[config.mk]
export PLATFORM = sky130hd
export DESIGN_NAME = usb_rcv_ctrl_flat
export DESIGN_NICKNAME = d
export VERILOG_FILES = /design/src/rtl/usb_rcv_pkg.sv /design/src/rtl/usb_rcv_ctrl_if.sv /design/src/rtl/usb_rcv_ctrl.sv /design/src/flat_wrapper.sv
export SDC_FILE = /design/constraint.sdc
export NUM_CORES = 1
export LEC_CHECK = 0
export BUFFER_PORTS_ARGS = -buffer_cell sky130_fd_sc_hd__buf_2
export CORE_MARGIN = 5
export CORE_UTILIZATION = 48
export DETAILED_ROUTE_END_ITERATION = 10
export PLACE_DENSITY = 0.79
export SLEW_MARGIN = 15
export SYNTH_ARGS = -nofsm -noshare
export SYNTH_HDL_FRONTEND = slang
export SYNTH_SLANG_ARGS = --single-unit
[constraint.sdc]
create_clock -name clk -period 1.5 [get_ports clk]
set_clock_uncertainty 0.05 [all_clocks]
set_input_delay 0.15 -clock clk [delete_from_list [all_inputs] [get_ports clk]]
set_output_delay 0.15 -clock clk [all_outputs]
set_load 0.01 [all_outputs]
[src/rtl/usb_rcv_pkg.sv]
// Shared types and constants for the USB receive control unit.
package usb_rcv_pkg;

  typedef enum logic [3:0] {
    IDLE,
    RCV_SYNC,
    CHECK_SYNC,
    RCV_BYTE,
    STORE,
    EOP_WAIT,
    DONE,
    ERR_WAIT,
    ERR_EOP,
    ERR_IDLE
  } rcv_state_t;

  localparam logic [7:0] USB_SYNC_BYTE = 8'h80;

endpackage

[src/rtl/usb_rcv_ctrl_if.sv]
// Signal bundle between the receive controller and the timer / edge / EOP / FIFO blocks.
interface usb_rcv_ctrl_if #(
  parameter int unsigned LEN_W = 7
);

  logic             d_edge;
  logic             eop;
  logic             shift_enable;
  logic             byte_received;
  logic [7:0]       rcv_data;
  logic             fifo_full;
  logic             rcving;
  logic             w_enable;
  logic [7:0]       rcv_data_q;
  logic             r_error;
  logic             pkt_done;
  logic [LEN_W-1:0] pkt_len;

  // master is the controller; slave is the surrounding receiver datapath
  modport master (
    input  d_edge, eop, shift_enable, byte_received, rcv_data, fifo_full,
    output rcving, w_enable, rcv_data_q, r_error, pkt_done, pkt_len
  );

  modport slave (
    output d_edge, eop, shift_enable, byte_received, rcv_data, fifo_full,
    input  rcving, w_enable, rcv_data_q, r_error, pkt_done, pkt_len
  );

endinterface

[src/rtl/usb_rcv_ctrl.sv]
// USB receive control: SYNC check, payload FIFO writes, length count, framing/overflow errors.
module usb_rcv_ctrl
  import usb_rcv_pkg::*;
#(
  parameter logic [7:0]  SYNC_BYTE = USB_SYNC_BYTE,
  parameter int unsigned MAX_BYTES = 64,
  parameter int unsigned LEN_W     = 7
) (
  input logic            clk,
  input logic            rst,
  usb_rcv_ctrl_if.master bus
);

  localparam logic [LEN_W-1:0] MAX_LEN = LEN_W'(MAX_BYTES);

  rcv_state_t       r_state;
  logic [2:0]       r_bit_cnt;
  logic [LEN_W-1:0] r_byte_cnt;
  logic             r_rcving;
  logic             r_wen;
  logic [7:0]       r_data;
  logic             r_err;
  logic             r_pkt_done;
  logic [LEN_W-1:0] r_pkt_len;

  logic w_eop_se;
  assign w_eop_se = bus.eop & bus.shift_enable;

  always_ff @(posedge clk or posedge rst) begin
    if (rst) begin
      r_bit_cnt <= 3'd0;
    end else if (bus.byte_received || !r_rcving) begin
      r_bit_cnt <= 3'd0;
    end else if (bus.shift_enable) begin
      r_bit_cnt <= r_bit_cnt + 3'd1;
    end
  end

  always_ff @(posedge clk or posedge rst) begin
    if (rst) begin
      r_state    <= IDLE;
      r_byte_cnt <= '0;
      r_rcving   <= 1'b0;
      r_wen      <= 1'b0;
      r_data     <= 8'h00;
      r_err      <= 1'b0;
      r_pkt_done <= 1'b0;
      r_pkt_len  <= '0;
    end else begin
      r_wen      <= 1'b0;
      r_pkt_done <= 1'b0;
      if (bus.byte_received) r_data <= bus.rcv_data;
      unique case (r_state)
        IDLE, ERR_IDLE: begin
          if (bus.d_edge) begin
            r_state    <= RCV_SYNC;
            r_rcving   <= 1'b1;
            r_err      <= 1'b0;
            r_byte_cnt <= '0;
          end
        end
        RCV_SYNC: begin
          if (bus.byte_received)  r_state <= CHECK_SYNC;
          else if (w_eop_se)      r_state <= ERR_WAIT;
        end
        CHECK_SYNC: r_state <= (r_data == SYNC_BYTE) ? RCV_BYTE : ERR_WAIT;
        RCV_BYTE: begin
          // a completed byte wins over a coincident EOP sample
          if (bus.byte_received) r_state <= STORE;
          else if (w_eop_se)     r_state <= (r_bit_cnt == 3'd0) ? EOP_WAIT : ERR_WAIT;
        end
        STORE: begin
          if (!bus.fifo_full && (r_byte_cnt < MAX_LEN)) begin
            r_wen      <= 1'b1;
            r_byte_cnt <= r_byte_cnt + LEN_W'(1);
            r_state    <= RCV_BYTE;
          end else begin
            r_state <= ERR_WAIT;
          end
        end
        EOP_WAIT: begin
          if (bus.d_edge) begin
            r_state  <= DONE;
            r_rcving <= 1'b0;
          end
        end
        DONE: begin
          r_pkt_done <= 1'b1;
          r_pkt_len  <= r_byte_cnt;
          r_state    <= IDLE;
        end
        ERR_WAIT: if (w_eop_se) r_state <= ERR_EOP;
        ERR_EOP: begin
          if (bus.d_edge) begin
            r_state  <= ERR_IDLE;
            r_rcving <= 1'b0;
            r_err    <= 1'b1;
          end
        end
        default: r_state <= IDLE;
      endcase
    end
  end

  assign bus.rcving     = r_rcving;
  assign bus.w_enable   = r_wen;
  assign bus.rcv_data_q = r_data;
  assign bus.r_error    = r_err;
  assign bus.pkt_done   = r_pkt_done;
  assign bus.pkt_len    = r_pkt_len;

endmodule

[src/flat_wrapper.sv]
// flat-port wrapper written by rule: the top's interface ports become plain ports
module usb_rcv_ctrl_flat import usb_rcv_pkg::*;
#(
  parameter logic [7:0]  SYNC_BYTE = USB_SYNC_BYTE,
  parameter int unsigned MAX_BYTES = 64,
  parameter int unsigned LEN_W     = 7
)
  (clk, rst, bus_d_edge, bus_eop, bus_shift_enable, bus_byte_received, bus_rcv_data, bus_fifo_full, bus_rcving, bus_w_enable, bus_rcv_data_q, bus_r_error, bus_pkt_done, bus_pkt_len);
  usb_rcv_ctrl_if #(.LEN_W(LEN_W)) bus_i ();
  input logic clk;
  input logic rst;
  input wire logic [$bits(bus_i.d_edge)-1:0] bus_d_edge;
  input wire logic [$bits(bus_i.eop)-1:0] bus_eop;
  input wire logic [$bits(bus_i.shift_enable)-1:0] bus_shift_enable;
  input wire logic [$bits(bus_i.byte_received)-1:0] bus_byte_received;
  input wire logic [$bits(bus_i.rcv_data)-1:0] bus_rcv_data;
  input wire logic [$bits(bus_i.fifo_full)-1:0] bus_fifo_full;
  output wire logic [$bits(bus_i.rcving)-1:0] bus_rcving;
  output wire logic [$bits(bus_i.w_enable)-1:0] bus_w_enable;
  output wire logic [$bits(bus_i.rcv_data_q)-1:0] bus_rcv_data_q;
  output wire logic [$bits(bus_i.r_error)-1:0] bus_r_error;
  output wire logic [$bits(bus_i.pkt_done)-1:0] bus_pkt_done;
  output wire logic [$bits(bus_i.pkt_len)-1:0] bus_pkt_len;
  assign bus_i.d_edge = bus_d_edge;
  assign bus_i.eop = bus_eop;
  assign bus_i.shift_enable = bus_shift_enable;
  assign bus_i.byte_received = bus_byte_received;
  assign bus_i.rcv_data = bus_rcv_data;
  assign bus_i.fifo_full = bus_fifo_full;
  assign bus_rcving = bus_i.rcving;
  assign bus_w_enable = bus_i.w_enable;
  assign bus_rcv_data_q = bus_i.rcv_data_q;
  assign bus_r_error = bus_i.r_error;
  assign bus_pkt_done = bus_i.pkt_done;
  assign bus_pkt_len = bus_i.pkt_len;
  usb_rcv_ctrl #(.SYNC_BYTE(SYNC_BYTE), .MAX_BYTES(MAX_BYTES), .LEN_W(LEN_W)) u_core (.clk(clk), .rst(rst), .bus(bus_i));
endmodule
# After elaboration in Yosys (flattened, before gate mapping)
# Cells that the tools add are included.
# totals
regBits	33
out_inout_bits	19
elab_cells	71
# op_classes
n_addsub	2
order_cmp	1
n_eq_ne	18
mux	24
n_bitwise	1
n_reduce_logical	16
# ops
operator	n
$mux 4	8
$pmux 4 s8	1
$eq 4x3->1 const B	4
$mux 7	2
$pmux 7 s2	1
$mux 3	4
$reduce_and 3->1	3
$eq 4x2->1 const B	2
$eq 4x4->1 const B	2
$eq 8x8->1 const B	1
$reduce_bool 2->1	4
$add 7x1->7 const B	1
$lt 7x7->1 const B	1
$ne 2x1->1 const B	3
$ne 2x2->1 const B	3
$ne 3x2->1 const B	2
$reduce_and 6->1	1
$mux 1	5
$eq 4x1->1 const B	1
$logic_not 4->1	1
$pmux 1 s2	2
$reduce_or 2->1	2
$add 3x1->3 const B	1
$logic_not 3->1	1
5 further kinds	6

# Logic depth before layout (Yosys ltp)
# depth
ltp_word	5
mapped_depth	6
mapped_depth_nobuf	6

# Worst setup path before layout
# OpenSTA, ideal clock, no wires.
# synth_timing
path_type	flip-flop to flip-flop
start	register u_core.r_state[3]
end	register u_core.r_pkt_len[0] (netlist: u_core.bus.pkt_len[0])
arrival_time_ns	1.379
slack_ns	-0.054
path_stages_with_launch	5
n_path_buf	0
synth_period_minus_slack_ns	1.554
path_cell_list	dfrtp_1 -> inv_1 -> nand2_2 -> nor3b_4 -> mux2_2
# synth_via
elab_chain_cells	1
# synth_lines
element	line	source
start, declared	usb_rcv_ctrl.sv:16	rcv_state_t r_state;
start signal, assigned	usb_rcv_ctrl.sv:66	CHECK_SYNC: r_state <= (r_data == SYNC_BYTE) ? RCV_BYTE : ERR_WAIT;
start signal, assigned	usb_rcv_ctrl.sv:70	else if (w_eop_se) r_state <= (r_bit_cnt == 3'd0) ? EOP_WAIT : ERR_WAIT;
$eq 4x3->1	usb_rcv_ctrl.sv:53	unique case (r_state)
end signal, assigned	usb_rcv_ctrl.sv:89	r_pkt_len <= r_byte_cnt;
end, declared	usb_rcv_ctrl.sv:24	logic [LEN_W-1:0] r_pkt_len;
# No other way between the ends.
# A chain may end at the register's enable or synchronous reset.

# Worst setup path in the final report
# layout_timing
start	register u_core.r_state[3]
end	register u_core.r_byte_cnt[4]
# layout_via
elab_chain_cells	4
elab_cells_between_ends	9
classes_between	4 x eq/ne; 1 x mux; 4 x reduce/logical
# layout_lines
element	line	source
$eq 4x4->1 / $logic_not 4->1 (equally long branches)	usb_rcv_ctrl.sv:53	
$reduce_or 2->1	usb_rcv_ctrl.sv:53	
$ne 2x2->1 (no source line) / $reduce_bool 2->1 (equally long branches)	--	
$reduce_and 3->1 (no source line)	--	
end signal, assigned	usb_rcv_ctrl.sv:75	r_byte_cnt <= r_byte_cnt + LEN_W'(1);
end, declared	usb_rcv_ctrl.sv:18	logic [LEN_W-1:0] r_byte_cnt;
# Several ways; a longest one is shown, not always the timed one.

==> results_dict.tcl <==
set metrics [dict create \
    crit_required_ns 1.74 \
    setup_violations 16 \
    slew_viol_final 0 \
    period_share 1.06 \
    synth.distinct_cells 49 \
    first_pass_iters 4 \
    critPathLaunchType "flop" \
    ys.flop_type "dfrtp_1" \
    status "finished, violations left" \
    vdd_ir_drop_max_uv 984 \
    die_height_um 68.6 \
    numClockSinks 33 \
    design_area_um2 2330 \
    io_buffers 33 \
    cts_buffers 5 \
    dr_total_vias 1417 \
    start_util 0.495 \
    drcViolationCount 0 \
    cts_tree "built" \
    fin_hold_ws_ns 0.0109 \
    postSynthNetCount 161 \
    grt_pass1_wl_mm 6.91 \
    critical_path_buf_inv_count 0 \
    wl_per_cell_um 16.1 \
    cts_root_buf "clkbuf_4" \
    synthTopCellsByCount "dfrtp_1 (33), mux2_2 (15), nor2_1 (14)" \
    hold_path.class "in -> reg" \
    rsz0062_at_grt "yes" \
    synth.area.top_cells "dfrtp_1 (50%), mux2_2 (10%), nor2_1 (3.2%)" \
    final_core_util 0.697 \
    path_depth 4 \
    finalCriticalPeriod_ns 1.58 \
    antenna_found_initial 0 \
    fp.coreArea_um2 3340 \
    diodes 0 \
    finalNetCount 234 \
    worstPathCellList "nor4b_4 > nand3_2 > or3_1 > a21oi_1" \
    grt_pass1_vias 1452 \
    violations "negative setup slack" \
    worstPathMaxFanout 5 \
    instances_no_fill 263 \
    synthToLayoutAreaGrowth_pct 40.9 \
    drive_above_1_share 0.516 \
    critPathSlowestCell "dfrtp_2" \
    pin_count 34 \
    p_leak_uw 0.00115 \
    placed_cells 236 \
    avgSynthCellArea_um2 11.5 \
    viasPerCell 5.39 \
    dpl_worst_slack_ns -0.121 \
    max-slew-margin-rel 0.723 \
    syn_inst 143 \
    yosysMostFrequentCell "dfrtp_1" \
    reg2reg_depth 4 \
    power_density_nw_per_um2 1540 \
    whs_path_depth 2 \
    ys_warn_count 0 \
    drt_iter0_markers 61 \
    yosys.area.top_type "dfrtp_1" \
    grt_max_degree 34 \
    drtAntennaViolNets 0 \
    path_class "reg -> reg" \
    max_stage_delay_ns 0.49 \
    ys_ff_latch 33 \
    place_congestion 0.838 \
    grt.overflow.total 0 \
    wirelength_mm 4.25 \
    critPathTopFamily "simple AND/OR/NAND/NOR gates" \
    syn_area_um2 1650 \
    hold_viol 0 \
    cts.path.max_buffers 2 \
    clock_latency_ns 0.36 \
    cts.clk_slew.worst_paths_ns 0.12 \
    die_w_um 68.6 \
    cap_viol_max_count 0 \
    std_cell_rows 21 \
    fmax_ghz 0.632 \
    htree_levels 2 \
    tightest_slew_ns 0.415 \
    hpwlAfterDp_mm 2.67 \
    async_reset_ff_frac 1.00 \
    arrival_ns 1.83 \
    grt_use_total 0.202 \
    worst_slack_ns -0.0825 \
    cp-end-kind "flop" \
    synth-edff-count 0 \
    die-area_um2 4710 \
    dpl-instance-area_um2 2000 \
    ys_seq_area_frac 0.500 \
    yosysTopAreaCellShare 0.500 \
]
## logic make-up after synthesis
logic type / synth area share
buffers and inverters: 0.0334
xor gates and xnor gates: 0.0318
muxes: 0.124
AOI/OAI and AO/OA: 0.103
and+or+nand+nor: 0.185
adders and majority gates: 0.0227
DFF: 0.500
## what timing repair did
action                                  4_1_cts  5_1_grt
endpoints found under the hold margin        39        1
pin swaps                                    10        2
setup buffers                                10        2
hold buffers                                  7        1
resized for setup                            19        7
endpoints found under the setup margin       18       18
## metrics by stage
stage	setup TNS, ns	power [uW]
floorplan	0	2140
global placement	-0.227	2570
detailed placement	-1.19	2650
CTS	-0.141	3430
global route	-1.51	3780
finish	-0.656	3590
## layout by cell type (no fill, tap or decap), types with 3 or more instances in the layout
cell / instances
buf_2: 33
buf_4: 26
buf_6: 5
clkbuf_4: 5
dfrtp_1: 29
dfrtp_2: 4
dlygate4sd3_1: 8
ha_1: 3
inv_1: 6
mux2_2: 8
mux2_4: 8
nand2_1: 8
nor2_1: 14
o21ai_0: 3
xor2_1: 4
## worst reg2reg max path: stages, from the launching register on
cell and delay [ns]:
dfrtp_2 0.49, nor4b_4 0.39, nand3_2 0.14, or3_1 0.33
a21oi_1 0.14
## final cells by class
| type | instances | area (um^2) |
|---|---|---|
| multi-input combinational | 97 | 860 |
| clock inverter | 3 | 17.5 |
| tap | 46 | 57.6 |
| fill | 219 | 1010 |
| clock buffer | 5 | 37.5 |
| timing repair buffer | 72 | 497 |
| sequential | 33 | 831 |
| inverter | 7 | 26.3 |
## report_power, final
| part | switching (uW) | total [uW] | internal [uW] |
|---|---|---|---|
| logic | 828 | 1820 | 994 |
| registers | 203 | 1260 | 1060 |
| clock network | 333 | 510 | 177 |
| total | 1360 | 3590 | 2230 |
## metal layers
layer / global-route usage / share of wire / wire, um / vias to the layer above
li1: - / - / - / 654
met1: 0.242 / 0.40 / 1710 / 698
met2: 0.342 / 0.52 / 2230 / 60
met3: 0.0519 / 0.059 / 251 / 5
met4: 0.0868 / 0.013 / 55 / 0
met5: 0 / 0 / 0 / -
## state kept, by name, indices dropped and copies added (netlist names)
name                   flops
u_core.bus.pkt_done        1
u_core.bus.r_error         1
u_core.r_bit_cnt           3
u_core.bus.rcv_data_q      8
u_core.r_byte_cnt          7
u_core.bus.w_enable        1
u_core.r_state             4
u_core.bus.pkt_len         7
u_core.bus.rcving          1
## path summary, 6_finish.rpt
path	startpoint	to	slack, ns
max	u_core.r_state[3]	u_core.r_byte_cnt[4]	-0.08
min in group asynchronous	rst	u_core.bus.rcv_data_q[3]	0.36
max in group asynchronous	rst	u_core.r_state[1]	0.70
max reg2reg	u_core.r_state[3]	u_core.r_byte_cnt[4]	-0.08
min	bus_rcv_data[6]	u_core.bus.rcv_data_q[6]	0.01
min reg2reg	u_core.bus.r_error	u_core.bus.r_error	0.46
(Power assumes the default switching activity.)
